==> config.mk <==
export PLATFORM = sky130hd
export DESIGN_NAME = uart_term_writer
export DESIGN_NICKNAME = d
export VERILOG_FILES = /design/src/rtl/term_pkg.sv /design/src/rtl/sync_fifo.sv /design/src/rtl/uart_term_writer.sv
export SDC_FILE = /design/constraint.sdc
export NUM_CORES = 1
export LEC_CHECK = 0
export CAP_MARGIN = 40
export CORE_MARGIN = 2
export CORE_UTILIZATION = 55
export DETAILED_ROUTE_END_ITERATION = 8
export HOLD_SLACK_MARGIN = 0.15
export PLACE_DENSITY = 0.78
export SKIP_LAST_GASP = 1
export SYNTH_ARGS = -nofsm -noshare
export SYNTH_HDL_FRONTEND = slang
export SYNTH_SLANG_ARGS = --single-unit
==> constraint.sdc <==
create_clock -name clk_144m -period 4.2 [get_ports clk_144m]
set_input_delay 0.42 -clock clk_144m [delete_from_list [all_inputs] [get_ports clk_144m]]
set_output_delay 0.42 -clock clk_144m [all_outputs]
set_load 0.005 [all_outputs]
==> src/rtl/term_pkg.sv <==
// Shared constants, FSM state type and byte classification for the UART terminal writer.
package term_pkg;

    localparam logic [7:0] CH_BS    = 8'h08;
    localparam logic [7:0] CH_LF    = 8'h0A;
    localparam logic [7:0] CH_FF    = 8'h0C;
    localparam logic [7:0] CH_CR    = 8'h0D;
    localparam logic [7:0] CH_SPACE = 8'h20;

    typedef enum logic [1:0] {
        IDLE    = 2'd0,
        WRITE   = 2'd1,
        CLR_ROW = 2'd2,
        CLR_ALL = 2'd3
    } term_state_e;

    // True for bytes that are drawn as glyphs (space through tilde).
    function automatic logic is_printable(input logic [7:0] b);
        return (b >= 8'h20) && (b <= 8'h7E);
    endfunction

endpackage

==> src/rtl/sync_fifo.sv <==
// Single-clock FIFO. A push while full is ignored unless a pop happens in the same cycle.
// DEPTH must be a power of two.
module sync_fifo #(
    parameter int WIDTH = 8,
    parameter int DEPTH = 16
) (
    input  logic             clk_144m,
    input  logic             reset,
    input  logic             push,
    input  logic             pop,
    input  logic [WIDTH-1:0] din,
    output logic [WIDTH-1:0] dout,
    output logic             full,
    output logic             empty
);
    localparam int AW = $clog2(DEPTH);

    logic [WIDTH-1:0] mem_q [DEPTH];
    logic [AW-1:0]    wr_q;
    logic [AW-1:0]    rd_q;
    logic [AW:0]      cnt_q;
    logic             do_push_s;
    logic             do_pop_s;

    assign empty     = (cnt_q == '0);
    assign full      = (cnt_q == (AW+1)'(DEPTH));
    assign do_pop_s  = pop && !empty;
    assign do_push_s = push && (!full || do_pop_s);
    assign dout      = mem_q[rd_q];

    // Storage array; contents are only meaningful between the pointers, so no reset.
    always_ff @(posedge clk_144m) begin
        if (do_push_s) begin
            mem_q[wr_q] <= din;
        end
    end

    // Pointer and occupancy tracking; simultaneous push and pop leave the count unchanged.
    always_ff @(posedge clk_144m or negedge reset) begin
        if (!reset) begin
            wr_q  <= '0;
            rd_q  <= '0;
            cnt_q <= '0;
        end else begin
            if (do_push_s) wr_q <= wr_q + AW'(1);
            if (do_pop_s)  rd_q <= rd_q + AW'(1);
            case ({do_push_s, do_pop_s})
                2'b10:   cnt_q <= cnt_q + (AW+1)'(1);
                2'b01:   cnt_q <= cnt_q - (AW+1)'(1);
                default: cnt_q <= cnt_q;
            endcase
        end
    end

endmodule

==> src/rtl/uart_term_writer.sv <==
// Turns received UART bytes into character-RAM writes with a text cursor, and echoes
// every received byte back to the transmitter through its own FIFO.
module uart_term_writer
    import term_pkg::*;
#(
    parameter int         COLS       = 50,
    parameter int         ROWS       = 15,
    parameter int         ADDR_W     = 12,
    parameter logic [7:0] ATTR       = 8'hf0,
    parameter int         IN_DEPTH   = 16,
    parameter int         ECHO_DEPTH = 16,
    parameter int         ECHO_INC   = 0
) (
    input  logic                      clk_144m,
    input  logic                      reset,
    input  logic [7:0]                rx_data,
    input  logic                      rx_valid,
    input  logic                      tx_busy,
    output logic [7:0]                tx_data,
    output logic                      tx_ready,
    output logic                      ram_ce,
    output logic [ADDR_W-1:0]         ram_addr,
    output logic [15:0]               ram_data,
    output logic [$clog2(ROWS)-1:0]   cur_row,
    output logic [$clog2(COLS)-1:0]   cur_col,
    output logic                      overflow
);
    localparam int                CW      = $clog2(COLS);
    localparam int                RW      = $clog2(ROWS);
    localparam logic [ADDR_W-1:0] COLS_A  = ADDR_W'(COLS);
    localparam logic [ADDR_W-1:0] ROW_END = ADDR_W'(COLS - 1);
    localparam logic [ADDR_W-1:0] ALL_END = ADDR_W'(COLS * ROWS - 1);

    term_state_e       state_q, state_d;
    logic [7:0]        byte_q, byte_d;
    logic [RW-1:0]     row_q, row_d;
    logic [CW-1:0]     col_q, col_d;
    logic [ADDR_W-1:0] row_base_q, row_base_d;
    logic [ADDR_W-1:0] clr_q, clr_d;
    logic              ram_ce_q, ram_ce_d;
    logic [ADDR_W-1:0] ram_addr_q, ram_addr_d;
    logic [15:0]       ram_data_q, ram_data_d;
    logic [7:0]        tx_data_q, tx_data_d;
    logic              tx_ready_q;
    logic [1:0]        guard_q, guard_d;
    logic              overflow_q, overflow_d;
    logic              newline_s;

    logic              in_pop_s, in_full_s, in_empty_s;
    logic [7:0]        in_dout_s;
    logic              echo_pop_s, echo_full_s, echo_empty_s;
    logic [7:0]        echo_dout_s, echo_din_s;

    assign echo_din_s = rx_data + 8'(ECHO_INC);

    sync_fifo #(.WIDTH(8), .DEPTH(IN_DEPTH)) u_in_fifo (
        .clk_144m (clk_144m),
        .reset    (reset),
        .push     (rx_valid),
        .pop      (in_pop_s),
        .din      (rx_data),
        .dout     (in_dout_s),
        .full     (in_full_s),
        .empty    (in_empty_s)
    );

    sync_fifo #(.WIDTH(8), .DEPTH(ECHO_DEPTH)) u_echo_fifo (
        .clk_144m (clk_144m),
        .reset    (reset),
        .push     (rx_valid),
        .pop      (echo_pop_s),
        .din      (echo_din_s),
        .dout     (echo_dout_s),
        .full     (echo_full_s),
        .empty    (echo_empty_s)
    );

    // Terminal FSM: pop a byte, decode it next cycle, and run row/screen clears.
    always_comb begin
        state_d    = state_q;
        byte_d     = byte_q;
        row_d      = row_q;
        col_d      = col_q;
        row_base_d = row_base_q;
        clr_d      = clr_q;
        ram_ce_d   = 1'b0;
        ram_addr_d = ram_addr_q;
        ram_data_d = ram_data_q;
        in_pop_s   = 1'b0;
        newline_s  = 1'b0;
        case (state_q)
            IDLE: begin
                if (!in_empty_s) begin
                    in_pop_s = 1'b1;
                    byte_d   = in_dout_s;
                    state_d  = WRITE;
                end else begin
                    state_d  = IDLE;
                end
            end
            WRITE: begin
                state_d = IDLE;
                if (is_printable(byte_q)) begin
                    ram_ce_d   = 1'b1;
                    ram_addr_d = row_base_q + ADDR_W'(col_q);
                    ram_data_d = {ATTR, byte_q};
                    if (col_q == CW'(COLS - 1)) begin
                        col_d     = '0;
                        newline_s = 1'b1;
                    end else begin
                        col_d     = col_q + CW'(1);
                    end
                end else if (byte_q == CH_CR) begin
                    col_d = '0;
                end else if (byte_q == CH_LF) begin
                    newline_s = 1'b1;
                end else if (byte_q == CH_BS) begin
                    if (col_q != '0) begin
                        col_d      = col_q - CW'(1);
                        ram_ce_d   = 1'b1;
                        ram_addr_d = row_base_q + ADDR_W'(col_q - CW'(1));
                        ram_data_d = {ATTR, CH_SPACE};
                    end else begin
                        col_d      = col_q;
                    end
                end else if (byte_q == CH_FF) begin
                    state_d = CLR_ALL;
                    clr_d   = '0;
                end else begin
                    state_d = IDLE;
                end
                // Row advance shared by LF and line wrap; the new row is then blanked.
                if (newline_s) begin
                    if (row_q == RW'(ROWS - 1)) begin
                        row_d      = '0;
                        row_base_d = '0;
                    end else begin
                        row_d      = row_q + RW'(1);
                        row_base_d = row_base_q + COLS_A;
                    end
                    clr_d   = '0;
                    state_d = CLR_ROW;
                end else begin
                    clr_d   = clr_d;
                end
            end
            CLR_ROW: begin
                ram_ce_d   = 1'b1;
                ram_addr_d = row_base_q + clr_q;
                ram_data_d = {ATTR, CH_SPACE};
                if (clr_q == ROW_END) begin
                    state_d = IDLE;
                end else begin
                    clr_d   = clr_q + ADDR_W'(1);
                end
            end
            CLR_ALL: begin
                ram_ce_d   = 1'b1;
                ram_addr_d = clr_q;
                ram_data_d = {ATTR, CH_SPACE};
                if (clr_q == ALL_END) begin
                    state_d    = IDLE;
                    row_d      = '0;
                    col_d      = '0;
                    row_base_d = '0;
                end else begin
                    clr_d      = clr_q + ADDR_W'(1);
                end
            end
            default: begin
                state_d = IDLE;
            end
        endcase
    end

    // Echo launcher: the guard counter masks uart_tx's late busy assertion after each start.
    always_comb begin
        echo_pop_s = 1'b0;
        tx_data_d  = tx_data_q;
        guard_d    = guard_q;
        if (!echo_empty_s && !tx_busy && (guard_q == 2'd0)) begin
            echo_pop_s = 1'b1;
            tx_data_d  = echo_dout_s;
            guard_d    = 2'd3;
        end else if (guard_q != 2'd0) begin
            guard_d    = guard_q - 2'd1;
        end else begin
            guard_d    = guard_q;
        end
    end

    // Sticky drop flag: a push into a full FIFO that is not popped in the same cycle.
    always_comb begin
        overflow_d = overflow_q;
        if (rx_valid && ((in_full_s && !in_pop_s) || (echo_full_s && !echo_pop_s))) begin
            overflow_d = 1'b1;
        end else begin
            overflow_d = overflow_q;
        end
    end

    // State and output registers.
    always_ff @(posedge clk_144m or negedge reset) begin
        if (!reset) begin
            state_q    <= IDLE;
            byte_q     <= 8'h00;
            row_q      <= '0;
            col_q      <= '0;
            row_base_q <= '0;
            clr_q      <= '0;
            ram_ce_q   <= 1'b0;
            ram_addr_q <= '0;
            ram_data_q <= 16'h0000;
            tx_data_q  <= 8'h00;
            tx_ready_q <= 1'b0;
            guard_q    <= 2'd0;
            overflow_q <= 1'b0;
        end else begin
            state_q    <= state_d;
            byte_q     <= byte_d;
            row_q      <= row_d;
            col_q      <= col_d;
            row_base_q <= row_base_d;
            clr_q      <= clr_d;
            ram_ce_q   <= ram_ce_d;
            ram_addr_q <= ram_addr_d;
            ram_data_q <= ram_data_d;
            tx_data_q  <= tx_data_d;
            tx_ready_q <= echo_pop_s;
            guard_q    <= guard_d;
            overflow_q <= overflow_d;
        end
    end

    assign tx_data  = tx_data_q;
    assign tx_ready = tx_ready_q;
    assign ram_ce   = ram_ce_q;
    assign ram_addr = ram_addr_q;
    assign ram_data = ram_data_q;
    assign cur_row  = row_q;
    assign cur_col  = col_q;
    assign overflow = overflow_q;

endmodule

==> results.txt <==
- Of the cells placed in the final design, the portion with a size suffix greater than 1 is 0.1618.
* Total iterations of the first detailed-routing run: 5
- Setup WS post-layout: 0.7915 ns
* Class of the most critical hold timing path: input pin to async pin
- Type of the setup path with the least slack: register to register
* Longest individual stage delay on the worst path: 0.48 ns
- Combinational power share: 0.330
- Total via count in the routed design: 9202
- Number of storage elements in the synthesis netlist: 359
* Power density of the placed cells: 691.0 nW/um^2
- Data arrival time of the critical path: 3.84 ns
- Post-synthesis to final-layout area growth: 14.67%
* Routed wirelength normalized by instance count: 21.78 um
- Critical Path End Type: register
- After clock tree synthesis, the setup repair step added 0 buffers.
- The worst setup path is launched from a register.
- Most frequent standard cell in the layout excluding fill and tap cells: edfxtp_1
- For this design, the slowest cell found on the critical path is o41ai_1.
- Entering global routing, the biggest net connects 67 pins.
- Proportion of power drawn by the clock network: 0.261
* Initial cell density of the core: 0.5548
- The hold violation total from the final report came to 0.
- The clock drives 359 sinks.
- Buffers placed on the I/O ports in this run total 56.
- Die X: 173.7 um
* Register area share after synthesis: 0.6481
* Switching power share of the total: 0.3240
* Crit Reg-Reg Endpoint: ram_addr[9]
- DRC errors left: 0
* Post-layout net count: 1183
- The share of total power dissipated in sequential elements is 0.409.
* Maximum buffer depth of the clock tree: 3
- Walking the worst path, the cells encountered are nand4_1, o21a_1, nor4_1, xnor2_1, o21ai_0, ha_1, o21ai_0, nor2_1, o41ai_1, o21ai_0, xnor2_1, o21ai_0.
* Switching power of the nets: 0.004066 W
- Cell Area, Synth: 15840 um^2
* Placer's final routability congestion estimate: 0.8591
- Global-route usage over all layers: 0.2281
* Via count of the first global-routing pass: 9267
- P_int: 0.008484 W
- The cell that appears most often on the critical path is o21ai_0.
- Clock-pin slew was measured on the worst setup and hold paths at 0.06 ns.
- The most critical setup path has its startpoint at byte_q[6].
- Pin placement for this block handled 61 I/O pins.
- Async set or reset register ratio after synthesis: 0.2869
* Max frequency: 293.4 MHz
- Of the available clock period, the critical path in the final layout requires 0.8116.
- Die H: 173.7 um
- Leading cell types by total area after synthesis: edfxtp_1 (49%), dfrtp_1 (16%), mux4_2 (11%), ha_1 (3.1%), nand2_1 (2.6%)
- Area leader, netlist: edfxtp_1
- For this run the aggregate overflow at the end of global routing stands at 0.
- Synthesis Warnings: 0
- Setup clock skew after layout: 0.02509 ns
- In the synthesized netlist the dominant register cell turns out to be edfxtp_1.
- DR iter-0 viols: 1031
* Number of max-capacitance violations reported: 0
- Final Setup Violations: 0
* Synthesized area per cell: 14.86 um^2
* Reg-to-Reg Start: byte_q[6]
- In this run, synthesis inferred 256 flip-flops with an integrated enable.
- The count of nets left with antenna violations once routing finished came out at 0.
- The worst path in the final design needs a cycle of 3.409 ns, including I/O delays and setup.
- The netlist uses 67 different library cells.
- Result of the run: completed
- The floorplan step defined a die boundary enclosing 30170 um^2.
- Setup repair after global routing left no endpoint under its margin.
- The initial antenna violation count was 0.
- In this run the clock root is driven by a clkbuf_16.
- Synth Instances: 1066
- Top library cells by usage in the layout, fill and taps aside: edfxtp_1 (256), nand2_1 (108), dfrtp_1 (99)
- After detailed placement, the design holds a cell count of 1473.
- At the placement stage, the worst setup path has a slack of 0.7862 ns.
- Leakage component of the power: 6.623 nW
* Number of buffers created by CTS: 37
- # H-tree levels: 2
- Hpwl dp: 21880 um
- Global-route wire length before repair: 52850 um
- Headroom to the max-slew limit came out at 0.3871.
- Largest vdd supply drop: 0.0003095 V
* Max-slew violation count: 0
- TritonCTS clock tree: built
* Data required time at the worst endpoint: 4.63 ns
- The number of antenna diodes in the final layout is 0.
- Transition at the pin with the smallest max-transition slack: 0.9160 ns
- Hold Worst Slack: 0.2521 ns
* Number of cell instances on the worst register-to-register path: 12
* Yosys top cell area share: 0.4853
* Sum Neg Setup Slack: 0 ns
* Placeable core area: 28550 um^2
- Total detailed-routing wirelength: 33530 um
- Summing internal, switching and leakage power gives 0.01255 W.
- After detailed routing, the number of vias per cell comes to 5.975.
* Critical path peak fanout: 11
- For the worst-skew pair, the clock arrives at the later sink with an insertion delay of 0.52 ns.
- Core Rows: 62
* Count of placed standard cells in the final layout, fillers left out: 1540
* Setup slack of the most critical reg-to-reg path: 0.79 ns
worst max-delay path, delay by kind of cell (launching register included):
family / cells / cell delay (ns)
XOR/XNOR: 2 / 0.31
AO/OA/AOI/OAI: 6 / 1.66
AND/OR/NAND/NOR: 3 / 0.58
flip-flops: 1 / 0.44
adder cells (fa/ha/maj): 1 / 0.34
worst max path at each step:
stage | to | slack [ns] | cells past startpoint
final | ram_addr[9] | 0.79 | 12
after detailed placement | ram_addr[9] | 0.79 | 12
after CTS | ram_addr[9] | 0.78 | 12
after global routing | ram_addr[11] | 0.35 | 12
after floorplan | u_in_fifo.cnt_q[4] | 1.07 | 14
after global placement | u_in_fifo.cnt_q[4] | 0.95 | 13
power by group through the flow:
stage               clock, W  sequential, W  combinational [W]
floorplan                  0        0.00479            0.00320
global route         0.00345        0.00522            0.00455
finish               0.00328        0.00513            0.00414
CTS                  0.00332        0.00513            0.00418
detailed placement         0        0.00519            0.00414
global placement           0        0.00515            0.00405
stage by stage:
| stage | area [um^2] | utilization |
|---|---|---|
| global placement | 16730 | 0.5860 |
| detailed placement | 16940 | 0.5935 |
| floorplan | 15850 | - |
| CTS | 18160 | 0.6362 |
| global route | 18160 | 0.6362 |
| finish | 18160 | 0.6362 |
routing by layer:
metal	track usage	vias up	part of all wire
li1	-	4161	-
met2	0.3787	368	0.50
met4	0.06057	0	0.021
met3	0.04474	53	0.065
met5	0	-	0
met1	0.3136	4620	0.42
synthesized netlist by cell type (all sizes together) (23+ instances only):
cell type / n
ha: 39
nand2: 108
buf: 23
nand3: 36
xnor2: 31
mux4: 80
nor2: 54
a21oi: 23
clkbuf: 39
edfxtp: 256
dfrtp: 103
inv: 34
o21ai: 55
state kept, by name, indices dropped and copies added, names as in the netlist:
signal and count:
cur_row 4, u_echo_fifo.rd_q 4, u_echo_fifo.wr_q 4, ram_data 9
byte_q 8, row_base_q 11, ram_ce 1, ram_addr 12
state_q 2, u_echo_fifo.cnt_q 5, guard_q 2, u_in_fifo.mem_q 128
u_echo_fifo.mem_q 128, u_in_fifo.wr_q 4, u_in_fifo.rd_q 4, u_in_fifo.cnt_q 5
tx_ready 1, cur_col 6, overflow 1, tx_data 8
clr_q 12
final cells by class:
type	instances	area, um^2
Fill cell	2006	10390
Sequential cell	359	10270
Multi-Input combinational cell	613	5167
Clock buffer	47	984.7
Timing Repair Buffer	82	898.4
Tap cell	384	480.5
Clock inverter	19	225.2
Inverter	36	136.4
what timing repair did:
item                                    4_1_cts  5_1_grt
endpoints found under the hold margin       103        0
endpoints found under the setup margin        0        0
hold buffers                                  1        0
resized for setup                             0        0
cell families after synthesis:
logic type,count (synthesis),synth area share
compound gates,144,0.05830
xor+xnor,38,0.02101
fa+ha+maj,42,0.03460
buf+inv,98,0.02662
flops,359,0.6481
mux,93,0.1228
other cells,1,0.0002368
simple gates,291,0.08832
Note: power is estimated with default switching activity, not from simulation.
